===== config.mk =====
export PLATFORM = sky130hd
export DESIGN_NAME = if_stats
export DESIGN_NICKNAME = d
export VERILOG_FILES = /design/src/rtl/if_stats.sv
export SDC_FILE = /design/constraint.sdc
export NUM_CORES = 1
export LEC_CHECK = 0
export CAP_MARGIN = 20
export CORE_MARGIN = 2
export CORE_UTILIZATION = 57
export CTS_BUF_LIST = sky130_fd_sc_hd__clkbuf_8
export CTS_CLUSTER_SIZE = 16
export DETAILED_ROUTE_END_ITERATION = 8
export PLACE_DENSITY_LB_ADDON = 0.2
export SYNTH_ARGS = -nofsm -noshare
export SYNTH_HDL_FRONTEND = slang
export SYNTH_SLANG_ARGS = --single-unit

===== constraint.sdc =====
create_clock -name clk -period 2.5 [get_ports clk]
set_clock_uncertainty 0.1 [all_clocks]
set_input_delay 0.5 -clock clk [delete_from_list [all_inputs] [get_ports clk]]
set_output_delay 0.5 -clock clk [all_outputs]
set_load 0.02 [all_outputs]

===== src/rtl/if_stats.sv =====
// IF sample conditioner: synchronises the limiter comparators and counts
// magnitude/sign hits over a programmable window, latching results for the CPU.
module if_stats #(
  parameter int CNT_W = 16
) (
  input  logic             clk,
  input  logic             rst,
  input  logic             limiter_high,
  input  logic             limiter_low,
  output logic             sample_high,
  output logic             sample_low,
  input  logic             wr,
  input  logic [CNT_W-1:0] din,
  input  logic             rd,
  output logic [CNT_W-1:0] mag_cnt,
  output logic [CNT_W-1:0] sign_cnt,
  output logic             srq,
  output logic             overrun
);

  logic             r_sync_high;
  logic             r_sync_low;
  logic             r_sample_high;
  logic             r_sample_low;
  logic [CNT_W-1:0] r_win_len;
  logic [CNT_W-1:0] r_win_cnt;
  logic [CNT_W:0]   r_acc_mag;
  logic [CNT_W:0]   r_acc_sign;
  logic [CNT_W-1:0] r_mag_cnt;
  logic [CNT_W-1:0] r_sign_cnt;
  logic             r_srq;
  logic             r_overrun;

  logic             w_done;
  logic [CNT_W:0]   w_mag_sum;
  logic [CNT_W:0]   w_sign_sum;

  // A full 2^CNT_W window of ones needs the extra accumulator bit; clamp it.
  function automatic logic [CNT_W-1:0] sat(input logic [CNT_W:0] v);
    sat = v[CNT_W] ? {CNT_W{1'b1}} : v[CNT_W-1:0];
  endfunction

  assign w_done     = (r_win_cnt == '0) && !wr;
  assign w_mag_sum  = r_acc_mag  + {{CNT_W{1'b0}}, r_sample_low};
  assign w_sign_sum = r_acc_sign + {{CNT_W{1'b0}}, r_sample_high};

  always_ff @(posedge clk) begin
    if (!rst) begin
      r_sync_high   <= 1'b0;
      r_sync_low    <= 1'b0;
      r_sample_high <= 1'b0;
      r_sample_low  <= 1'b0;
    end else begin
      r_sync_high   <= limiter_high;
      r_sync_low    <= limiter_low;
      r_sample_high <= r_sync_high;
      r_sample_low  <= r_sync_low;
    end
  end

  // A write restarts the window and drops the sample present this cycle.
  always_ff @(posedge clk) begin
    if (!rst) begin
      r_win_len  <= {CNT_W{1'b1}};
      r_win_cnt  <= {CNT_W{1'b1}};
      r_acc_mag  <= '0;
      r_acc_sign <= '0;
    end else if (wr) begin
      r_win_len  <= din;
      r_win_cnt  <= din;
      r_acc_mag  <= '0;
      r_acc_sign <= '0;
    end else if (w_done) begin
      r_win_cnt  <= r_win_len;
      r_acc_mag  <= '0;
      r_acc_sign <= '0;
    end else begin
      r_win_cnt  <= r_win_cnt - 1'b1;
      r_acc_mag  <= w_mag_sum;
      r_acc_sign <= w_sign_sum;
    end
  end

  always_ff @(posedge clk) begin
    if (!rst) begin
      r_mag_cnt  <= '0;
      r_sign_cnt <= '0;
      r_srq      <= 1'b0;
      r_overrun  <= 1'b0;
    end else begin
      if (w_done) begin
        r_mag_cnt  <= sat(w_mag_sum);
        r_sign_cnt <= sat(w_sign_sum);
      end
      if (w_done)
        r_srq <= 1'b1;
      else if (rd)
        r_srq <= 1'b0;
      // An acknowledge clears overrun even when a new result lands with it.
      if (rd)
        r_overrun <= 1'b0;
      else if (w_done && r_srq)
        r_overrun <= 1'b1;
    end
  end

  assign sample_high = r_sample_high;
  assign sample_low  = r_sample_low;
  assign mag_cnt     = r_mag_cnt;
  assign sign_cnt    = r_sign_cnt;
  assign srq         = r_srq;
  assign overrun     = r_overrun;

endmodule


==> run metrics <==
outcome=complete, no violations; Setup Fix Bufs, Post-CTS=0; CTS Buffer Depth=2; PD cells=556.3 nW/um^2; Avg Inst Size Synth=just over 9 sq um; syn_nets=500; Yosys reg bits=roughly 100; layout cell share with drive strength beyond 1=0.07211; total of max-cap violations=0; Core ar.=7292 sq um; Req. time, crit path=2640 ps; EDFF count, synth=0; Tcrit/Tclk final=0.9445; # DRC=0; TritonCTS clock tree=yes; Slew HR=0.4417; fmax=around 0.42 GHz; Netlist cell types=between 50 and 60; Synth Flop Type=dfxtp_1; Max stage delay cell, worst path=or2_1; largest net degree at the start of global routing=46; initial antenna violation count=0; combinational power share=0.054; synth warn=0; DR iter-0 viols=135; dpl ws=between 100 and 150 ps; Synth async-reset ratio=0; H-tree levels=3; unrepaired setup endpoints after global routing=no; chip width=90.79 um; port bufs=57; die area=8242 sq um; 1st-pass router iterations=4; diode count=0; Num CTS Buffers=9; Worst-Margin Slew=831.5 ps; sw frac=0.2459; Sequential Power Share=0.606; fin. max-slew vios=0; max incr delay on CP=430 ps; GPL Wtd Cong=0.8132; Net Switching=0.7000 mW; nets@finish=549; vias in the first global route=3369; Syn Inst Count=473; mapped cell area=around 4300 sq um; Internal Pwr Total=2.147 mW; Die H=about 91 um; Vias/cell=5.594; Hold EP=sample_high; CP cell instances=inv_1 > ha_1 > or3b_4 > nand2b_4 > or2_1 > nand3b_2 > buf_12 > nor2_1; Min-Delay Path Class=register to register; clock-pin slew on the worst setup and hold paths=100 ps; final-report hold violation count=0; Crit Path Class=register to register; via count=3502; Crit. End Element=register; clk sinks=104; Seq/Total Area, Yosys=0.4850; CP Launch Type=register; Final HPWL DP=6070 um; total wire length=8775 um; Total GRT Usage=0.2259; root buf cell=clkbuf_8; setup TNS=0 ps; clock latency on the worst-skew pair=370 ps; Rows=31; setup ws final=between 100 and 150 ps; Final ANT Viol Nets=0; Yosys top cell area share=0.4850; flop2flop setup slack=approximately 140 ps; CTS hold repair buffers=0; Pleak=~1.9 nW; Tmin final=2361 ps; Clock power frac=0.340; RR Startpoint=r_win_cnt[0]; first-pass GRT wire length=15040 um; # setup viols final=0; synthesis-to-finish area growth=19.21%; Initial Util=0.5887; VDD IR max=0.3088 mV; Hold Crit Depth=1; Hold Path Origin=r_sync_high; drt wl/cell=14.02 um; Filler cells=618; largest area contributor in the netlist=dfxtp_1; post-CTS sizing=0; GRT Residual Overflow=0; r2r endpoint=r_acc_mag[16]; I/O Pins=58; crit path DAT=2500 ps; r2r worst-path depth=8; CP Max Fanout=34; dominant cells by area after synthesis=dfxtp_1 (48%), o21ai_0 (5.7%), xnor2_1 (4.7%)
## kinds of logic (layout without fill, tap and decap cells)
kind of cell / count (synthesis) / count (layout) / share of synthesized area
XOR/XNOR: 43 / 43 / 0.08773
flip-flops: 104 / 104 / 0.4850
adder cells (fa/ha/maj): 5 / 5 / 0.01457
AND/OR/NAND/NOR: 152 / 152 / 0.1862
buffers and inverters: 48 / 102 / 0.05217
AO/OA/AOI/OAI: 119 / 119 / 0.1693
multiplexers: 2 / 2 / 0.004955
## synthesized netlist by cell type, types with 2 or more instances
cell      instances
clkbuf_1         14
nor3_1           13
a31oi_1          28
a21oi_1          10
dfxtp_1         104
o31ai_1           6
nor2b_1           4
o21ai_1           3
xnor2_1          23
and3_1            4
clkbuf_2          2
nor2_1           52
o21ai_0          49
xor2_1           20
nand4_1           7
ha_1              5
buf_6             4
a21boi_0         13
and2_0            2
nor4_1            3
nand3_1          22
nand2_1          20
and2_1            4
nand2b_1          4
a211o_1           3
o221a_2           2
inv_1            21
and4_1            3
buf_2             6
## how the worst max path moves through the flow
stage | endpoint | cells past startpoint | slack, ps | from
4_1_cts | r_acc_mag[16] | 8 | 140 | r_win_cnt[0]
3_3_place_gp | r_acc_mag[16] | 8 | 240 | r_win_cnt[0]
2_1_floorplan | sign_cnt[10] | 7 | 340 | sample_high
5_1_grt | r_acc_mag[16] | 8 | 10 | r_win_cnt[0]
3_5_place_dp | r_acc_mag[16] | 8 | 150 | r_win_cnt[0]
6_report | r_acc_mag[16] | 8 | 140 | r_win_cnt[0]
## stage by stage
| step | total power [mW] | utilization | instances | area (sq um) | hold slack (ps) |
|---|---|---|---|---|---|
| finish | 2.847 | 0.7018 | 626 | 5117 | 343.1 |
| global route | 2.955 | 0.7018 | 626 | 5117 | 354.7 |
| CTS | 2.862 | 0.7018 | 626 | 5117 | 346.4 |
| detailed placement | 1.918 | 0.6776 | 610 | 4941 | 328.0 |
| global placement | 1.912 | 0.6776 | 610 | 4941 | 314.8 |
| floorplan | 1.854 | - | 473 | 4293 | 311.9 |
## state kept, by name, summed over array words and instances, names as in the netlist
register	cells
r_acc_sign	17
r_win_len	16
srq	1
sample_low	1
sign_cnt	16
sample_high	1
r_sync_low	1
r_acc_mag	17
mag_cnt	16
r_win_cnt	16
overrun	1
r_sync_high	1
## final cells by class
class | count | area (sq um) | share of cell area
Multi-Input combinational cell | 321 | 1993 | 0.3895
Timing Repair Buffer | 65 | 663.1 | 0.1296
Clock inverter | 7 | 52.55 | 0.01027
Sequential cell | 104 | 2082 | 0.4068
Inverter | 21 | 78.83 | 0.01540
Tap cell | 99 | 123.9 | 0.02421
Clock buffer | 9 | 123.9 | 0.02421
## cells in the final DEF, fill, tap and decap left out, types with 2 or more instances in the layout
master	Yosys	final
clkinv_2	0	2
and4_1	3	3
and2_0	2	2
nand2_1	20	20
buf_4	1	5
and2_1	4	4
o21ai_1	3	3
and3_1	4	4
nand3_1	22	22
nand2b_1	4	4
a211o_1	3	3
a21boi_0	13	13
xnor2_1	23	23
nand4_1	7	7
o221a_2	2	2
nor2b_1	4	4
clkbuf_8	0	9
o21ai_0	49	49
o31ai_1	6	6
clkdlybuf4s50_1	0	56
dfxtp_1	104	104
inv_6	0	4
nor2_1	52	52
nor4_1	3	3
nor3_4	1	2
inv_1	21	21
nor3_1	13	13
a31oi_1	28	28
buf_12	0	3
xor2_1	20	20
a21oi_1	10	10
ha_1	5	5
## metal layers
layer,GRT usage,up-vias,part of all wire
li1,-,1750,-
met1,0.2716,1670,0.47
met2,0.3868,67,0.48
met3,0.04090,15,0.032
met4,0.1149,0,0.023
met5,0,-,0
## power groups by stage
stage                     Sequential [mW]  Combinational [mW]  Clock (mW)
after global routing                 1.73               0.175        1.05
final                                1.73               0.154       0.967
after detailed placement             1.76               0.155           0
after CTS                            1.73               0.156       0.980
after floorplan                      1.76              0.0953           0
after global placement               1.76               0.150           0
## critical path: cells and delay by family, from the launching register on
kind / cells / cell delay, ps
adder cells (fa/ha/maj): 1 / 180
flip-flops: 1 / 330
buffers and inverters: 2 / 270
AND/OR/NAND/NOR: 5 / 1330
No activity file was read; power rests on OpenSTA's default activity.
==> RTL edit 1: new RTL, config.mk and constraints unchanged <==
Put one more register stage on the output `sign_cnt`, with the module's reset. The value now appears one clock later. The other outputs are not delayed to match.
--- a/src/rtl/if_stats.sv
+++ b/src/rtl/if_stats.sv
@@ -107,7 +107,13 @@
   assign sample_high = r_sample_high;
   assign sample_low  = r_sample_low;
   assign mag_cnt     = r_mag_cnt;
-  assign sign_cnt    = r_sign_cnt;
+  always_ff @(posedge clk) begin
+    if (!rst) begin
+      sign_cnt <= '0;
+    end else begin
+      sign_cnt <= r_sign_cnt;
+    end
+  end
   assign srq         = r_srq;
   assign overrun     = r_overrun;
 
Formal check against the unedited RTL: not equivalent (a bounded check fails within 4 cycles, from zero or initial values and one cycle with rst low).
==> RTL edit 1 against the original RTL <==
Wire length rose by 8.8%; critical endpoint is now r_sign_cnt[15]; cell area rose by 13%; non-clock buffer count rose by 4; critical path type unchanged; sequential cell count rose by 16; power rose by 37%; largest power group unchanged; die area rose by 9.0%; setup slack improved by 110 ps; area after synthesis rose by 9.4%.
==> RTL edit 1: results (changes against the original RTL) <==
[pwr]
swShare = 0.213  ; was 0.246
power_leakage_nw = 2.11  ; was 1.88 nW
peakVddDrop_uv = 372  ; was 309 uV

[cts]
root_buffer = clkbuf_8  ; unchanged
cts_made_buffers = 17  ; was 9
clk-insertion-delay-late_ps = 420  ; was 370 ps
clk_pin_slew_ps = 70  ; was 100 ps
postCtsSetupRepairBufs = 0  ; unchanged
cts_max_level = 4  ; was 3
clock_path_buffers = 2  ; unchanged
cts.repair.resized = 0  ; unchanged

[critical_path]
critPathArrivalTime_ps = 2490  ; was 2500 ps
r2r_slack_ps = 250  ; was 140 ps
critical_path.max_stage_delay_ps = 570  ; was 430 ps
rr_worst_depth = 6  ; was 8
timing.rr.end = r_sign_cnt[15]  ; was r_acc_mag[16]
crit_path_top_delay_cell = or4_4  ; was or2_1
r2r-start = r_win_cnt[4]  ; was r_win_cnt[0]
path_max_fanout = 44  ; was 34

[min_path]
hold_depth = 1  ; unchanged

[placed_design]
hpwlAfterDp_mm = 6.22  ; was 6.07 mm
post-place-ws_ps = 71.6  ; was 150 ps
gp_congestion = 0.866  ; was 0.813

[run_status]
outcome = completed  ; unchanged

[logic_synthesis]
synthDistinctLibCells = 41  ; was 51
netlist_top_cells_area = dfxtp_1 (51%), nor2_1 (4.3%), xnor2_1 (4.1%), xor2_1 (3.5%), nand3_1 (3.0%)  ; was dfxtp_1 (48%), o21ai_0 (5.7%), xnor2_1 (4.7%), nor2_1 (4.5%), a31oi_1 (4.1%)
synth_top_cells_by_count = dfxtp_1 (120), nor2_1 (54), nand2_1 (30)  ; was dfxtp_1 (104), nor2_1 (52), o21ai_0 (49)
yosys_warnings = 0  ; unchanged
synth_xor_area_frac = 0.0765  ; was 0.0877
synth_mux_area_frac = 0.00879  ; was 0.00495
async_reset_ff_frac = 0  ; unchanged
ys_seq_area_frac = 0.511  ; was 0.485
synth_adder_area_share = 0.0133  ; was 0.0146
synth_compound_area_frac = 0.139  ; was 0.169
syn_nets = 530  ; was 500

[timing]
worst_slew_pin_slew_ps = 552  ; was 832 ps

[global_route]
grt_max_degree = 80  ; was 46
grt_pass1_vias = 3452  ; was 3369
grt_pass1_wl_mm = 16.2  ; was 15.0 mm
grtUsageTotal = 0.232  ; was 0.226

[final_layout]
drive_above_1_share = 0.104  ; was 0.0721
finalNetCount = 590  ; was 549
diodes = 0  ; unchanged
fill_cells = 625  ; was 618

[route]
num_vias = 3700  ; was 3502
wl_per_cell_um = 14.0  ; about the same
first_pass_iters = 5  ; was 4
drtIter0Drc = 206  ; was 135

==> RTL edit 1: through the flow <==
stage | utilization | std cells | hold slack, ps | total power [mW] | instance area (um2)
after CTS | 0.714 | 680 | 332 | 3.92 | 5780
after global routing | 0.714 | 680 | 354 | 4.03 | 5780
after detailed placement | 0.664 | 649 | 318 | 2.18 | 5370
after floorplan | - | 503 | 312 | 2.11 | 4700
after global placement | 0.664 | 649 | 314 | 2.18 | 5370
final | 0.714 | 680 | 332 | 3.91 | 5780
==> RTL edit 1: worst max path at each step <==
| stage | slack [ps] | endpoint | cells past startpoint | from |
|---|---|---|---|---|
| 2_1_floorplan | 290 | mag_cnt[5] | 9 | sample_low |
| 3_5_place_dp | 70 | r_win_cnt[9] | 6 | wr |
| 3_3_place_gp | 140 | mag_cnt[5] | 6 | wr |
| 5_1_grt | 70 | r_sign_cnt[3] | 6 | r_win_cnt[4] |
| 4_1_cts | 220 | r_sign_cnt[3] | 6 | r_win_cnt[4] |
| 6_report | 250 | r_sign_cnt[15] | 6 | r_win_cnt[4] |
==> RTL edit 1: cells by family after synthesis <==
group                    after synthesis
XOR/XNOR                              41
AO/OA/AOI/OAI                        103
buffers and inverters                 43
flip-flops                           120
multiplexers                           4
AND/OR/NAND/NOR                      187
adder cells (fa/ha/maj)                5
==> RTL edit 1: per-layer routing <==
metal / global-route usage / routed length [um] / up-vias
li1: - / - / 1859
met1: 0.308 / 4460 / 1736
met2: 0.359 / 4490 / 89
met3: 0.0623 / 424 / 16
met4: 0.0918 / 180 / 0
met5: 0 / 0 / -
==> RTL edit 1: worst reg2reg max path, delay by kind of cell (launching register included) <==
family,cells,cell delay (ps)
AOI/OAI and AO/OA,2,280
buffers and inverters,1,220
DFF,1,360
and+or+nand+nor,3,1220
==> RTL edit 1: power groups by stage <==
| stage | Combinational (mW) | Sequential (mW) | Clock [mW] |
|---|---|---|---|
| CTS | 0.160 | 1.98 | 1.78 |
| finish | 0.160 | 1.98 | 1.76 |
| global route | 0.179 | 1.99 | 1.86 |
| floorplan | 0.0963 | 2.02 | 0 |
| global placement | 0.154 | 2.02 | 0 |
| detailed placement | 0.158 | 2.02 | 0 |
==> RTL edit 1: area by class of cell <==
| cell class | count | share of cell area |
|---|---|---|
| Clock buffer | 20 | 0.0476 |
| Tap cell | 105 | 0.0227 |
| Timing Repair Buffer | 69 | 0.122 |
| Sequential cell | 120 | 0.416 |
| Clock inverter | 11 | 0.0227 |
| Inverter | 15 | 0.00974 |
| Multi-Input combinational cell | 340 | 0.359 |
==> RTL edit 2: new RTL, config.mk and constraints unchanged <==
Made on the original files. `CNT_W`: 16 -> 32.
--- a/src/rtl/if_stats.sv
+++ b/src/rtl/if_stats.sv
@@ -1,7 +1,7 @@
 // IF sample conditioner: synchronises the limiter comparators and counts
 // magnitude/sign hits over a programmable window, latching results for the CPU.
 module if_stats #(
-  parameter int CNT_W = 16
+  parameter int CNT_W = 32
 ) (
   input  logic             clk,
   input  logic             rst,
Interface: changed (resized din, mag_cnt and sign_cnt); port bits go from 58 to 106. No check against the original RTL was run, so the function may have changed too.
==> RTL edit 2 against the original RTL <==
The flow now finishes with violations (negative setup slack); sequential cell count up 96; first-iteration DRC count rose to 3.7 times the old value; non-clock buffer count increased by 103; via count up 96%; area after synthesis rose by 88%; utilization grew 3.7 points; cell area increased by 100%; die area is 83% higher; setup slack worse by 290 ps; power rose by 94%; combinational power rose by 99%; sequential power grew 92%; largest power group unchanged; wire length increased by 120%; highest routed layer unchanged.
==> RTL edit 2: results (changes against the original RTL) <==
[logic_synthesis]
synthDistinctLibCells = 49  ; was 51
netlist_top_cells_area = dfxtp_1 (50%), o21ai_0 (6.6%), xor2_1 (5.3%), nor2_1 (4.6%), a21oi_1 (4.1%)  ; was dfxtp_1 (48%), o21ai_0 (5.7%), xnor2_1 (4.7%), nor2_1 (4.5%), a31oi_1 (4.1%)
synth_top_cells_by_count = dfxtp_1 (200), o21ai_0 (107), nor2_1 (99)  ; was dfxtp_1 (104), nor2_1 (52), o21ai_0 (49)
ys_seq_area_frac = 0.496  ; was 0.485
syn_nets = 951  ; was 500

[placed_design]
post-place-ws_ps = -139  ; was 150 ps
gp_congestion = 0.893  ; was 0.813
hpwlAfterDp_mm = 12.2  ; was 6.07 mm
port_buffers = 105  ; was 57

[global_route]
grt_max_degree = 72  ; was 46
grt_pass1_vias = 6270  ; was 3369
grtUsageTotal = 0.249  ; was 0.226
grt_pass1_wl_mm = 29.9  ; was 15.0 mm

[run_status]
violations = negative setup slack
outcome = finished, violations left  ; was completed

[final_layout]
finalNetCount = 1085  ; was 549
drive_above_1_share = 0.116  ; was 0.0721
largestRegisters = r_acc_mag: 33 flops, r_acc_sign: 33 flops  ; was r_acc_mag: 17 flops, r_acc_sign: 17 flops

[timing]
setup_violations = 147  ; was 0
max_slew_margin = 0.652  ; was 0.442
layout_setup_ws_ps = -156  ; was 139 ps
finalSetupTns_ps = -12040  ; was 0 ps

[route]
vias_per_cell = 5.56  ; was 5.59
first_pass_iters = 5  ; was 4
wl_mm = 19.0  ; was 8.78 mm

[cts]
cts_made_buffers = 17  ; was 9
cts_max_level = 4  ; was 3
clk-insertion-delay-late_ps = 470  ; was 370 ps

[pwr]
peakVddDrop_uv = 303  ; was 309 uV

[critical_path]
critical_path.max_stage_delay_ps = 530  ; was 430 ps
path_max_fanout = 8  ; was 34

[RTL edit 2: repair_timing]
action                     CTS  global route
hold buffers                 0             0
buffers inserted             3             0
setup endpoints to repair  150           158
pin swaps                    1            11
resized for setup           11            18
gates cloned                 3             2
[RTL edit 2: kinds of logic after synthesis]
logic type               Yosys count  synth area share
XOR/XNOR                          82            0.0890
AND/OR/NAND/NOR                  282             0.176
buffers and inverters             93            0.0492
AO/OA/AOI/OAI                    240             0.174
flip-flops                       200             0.496
multiplexers                       6           0.00744
adder cells (fa/ha/maj)            5           0.00775
[RTL edit 2: report_power, final]
part           internal [mW]  leakage, nW  switching (mW)  total [mW]
Combinational          0.156         2.07           0.151       0.307
Sequential              3.26         1.63          0.0571        3.32
Clock                  0.802        0.191            1.10        1.91
Total                   4.22         3.89            1.31        5.53
[RTL edit 2: metal layers]
metal  up-vias  GRT usage  part of all wire
li1       3447          -                 -
met1      3238      0.337              0.47
met2       158      0.404              0.47
met3        27     0.0457             0.047
met4         0     0.0795             0.016
met5         -          0                 0
[RTL edit 2: worst min-delay path, cell delays in order]
cell and delay [ps]:
buf_2 160, a21boi_0 150, o31ai_1 60
[RTL edit 2: through the flow]
stage	std cells	utilization
after floorplan	908	-
after global placement	1195	0.697
after detailed placement	1195	0.697
after CTS	1233	0.731
after global routing	1235	0.739
final	1235	0.739
[RTL edit 2: final timing paths]
kind / from / to / slack (ps) / cells past startpoint
worst min register to register: r_sync_high / sample_high / 340 / 1
worst max-delay path: r_win_cnt[22] / mag_cnt[18] / -160 / 7
worst min-delay path: rst / r_win_cnt[16] / 340 / 3
worst max register to register: r_win_cnt[22] / mag_cnt[18] / -160 / 7
[RTL edit 2: final cells by class]
| class | instances | area, um2 |
|---|---|---|
| Clock inverter | 14 | 109 |
| Clock buffer | 18 | 248 |
| Multi-Input combinational cell | 616 | 3800 |
| Sequential cell | 200 | 4010 |
| Fill cell | 1032 | 3610 |
| Tap cell | 180 | 225 |
| Inverter | 39 | 146 |
| Timing Repair Buffer | 168 | 1680 |
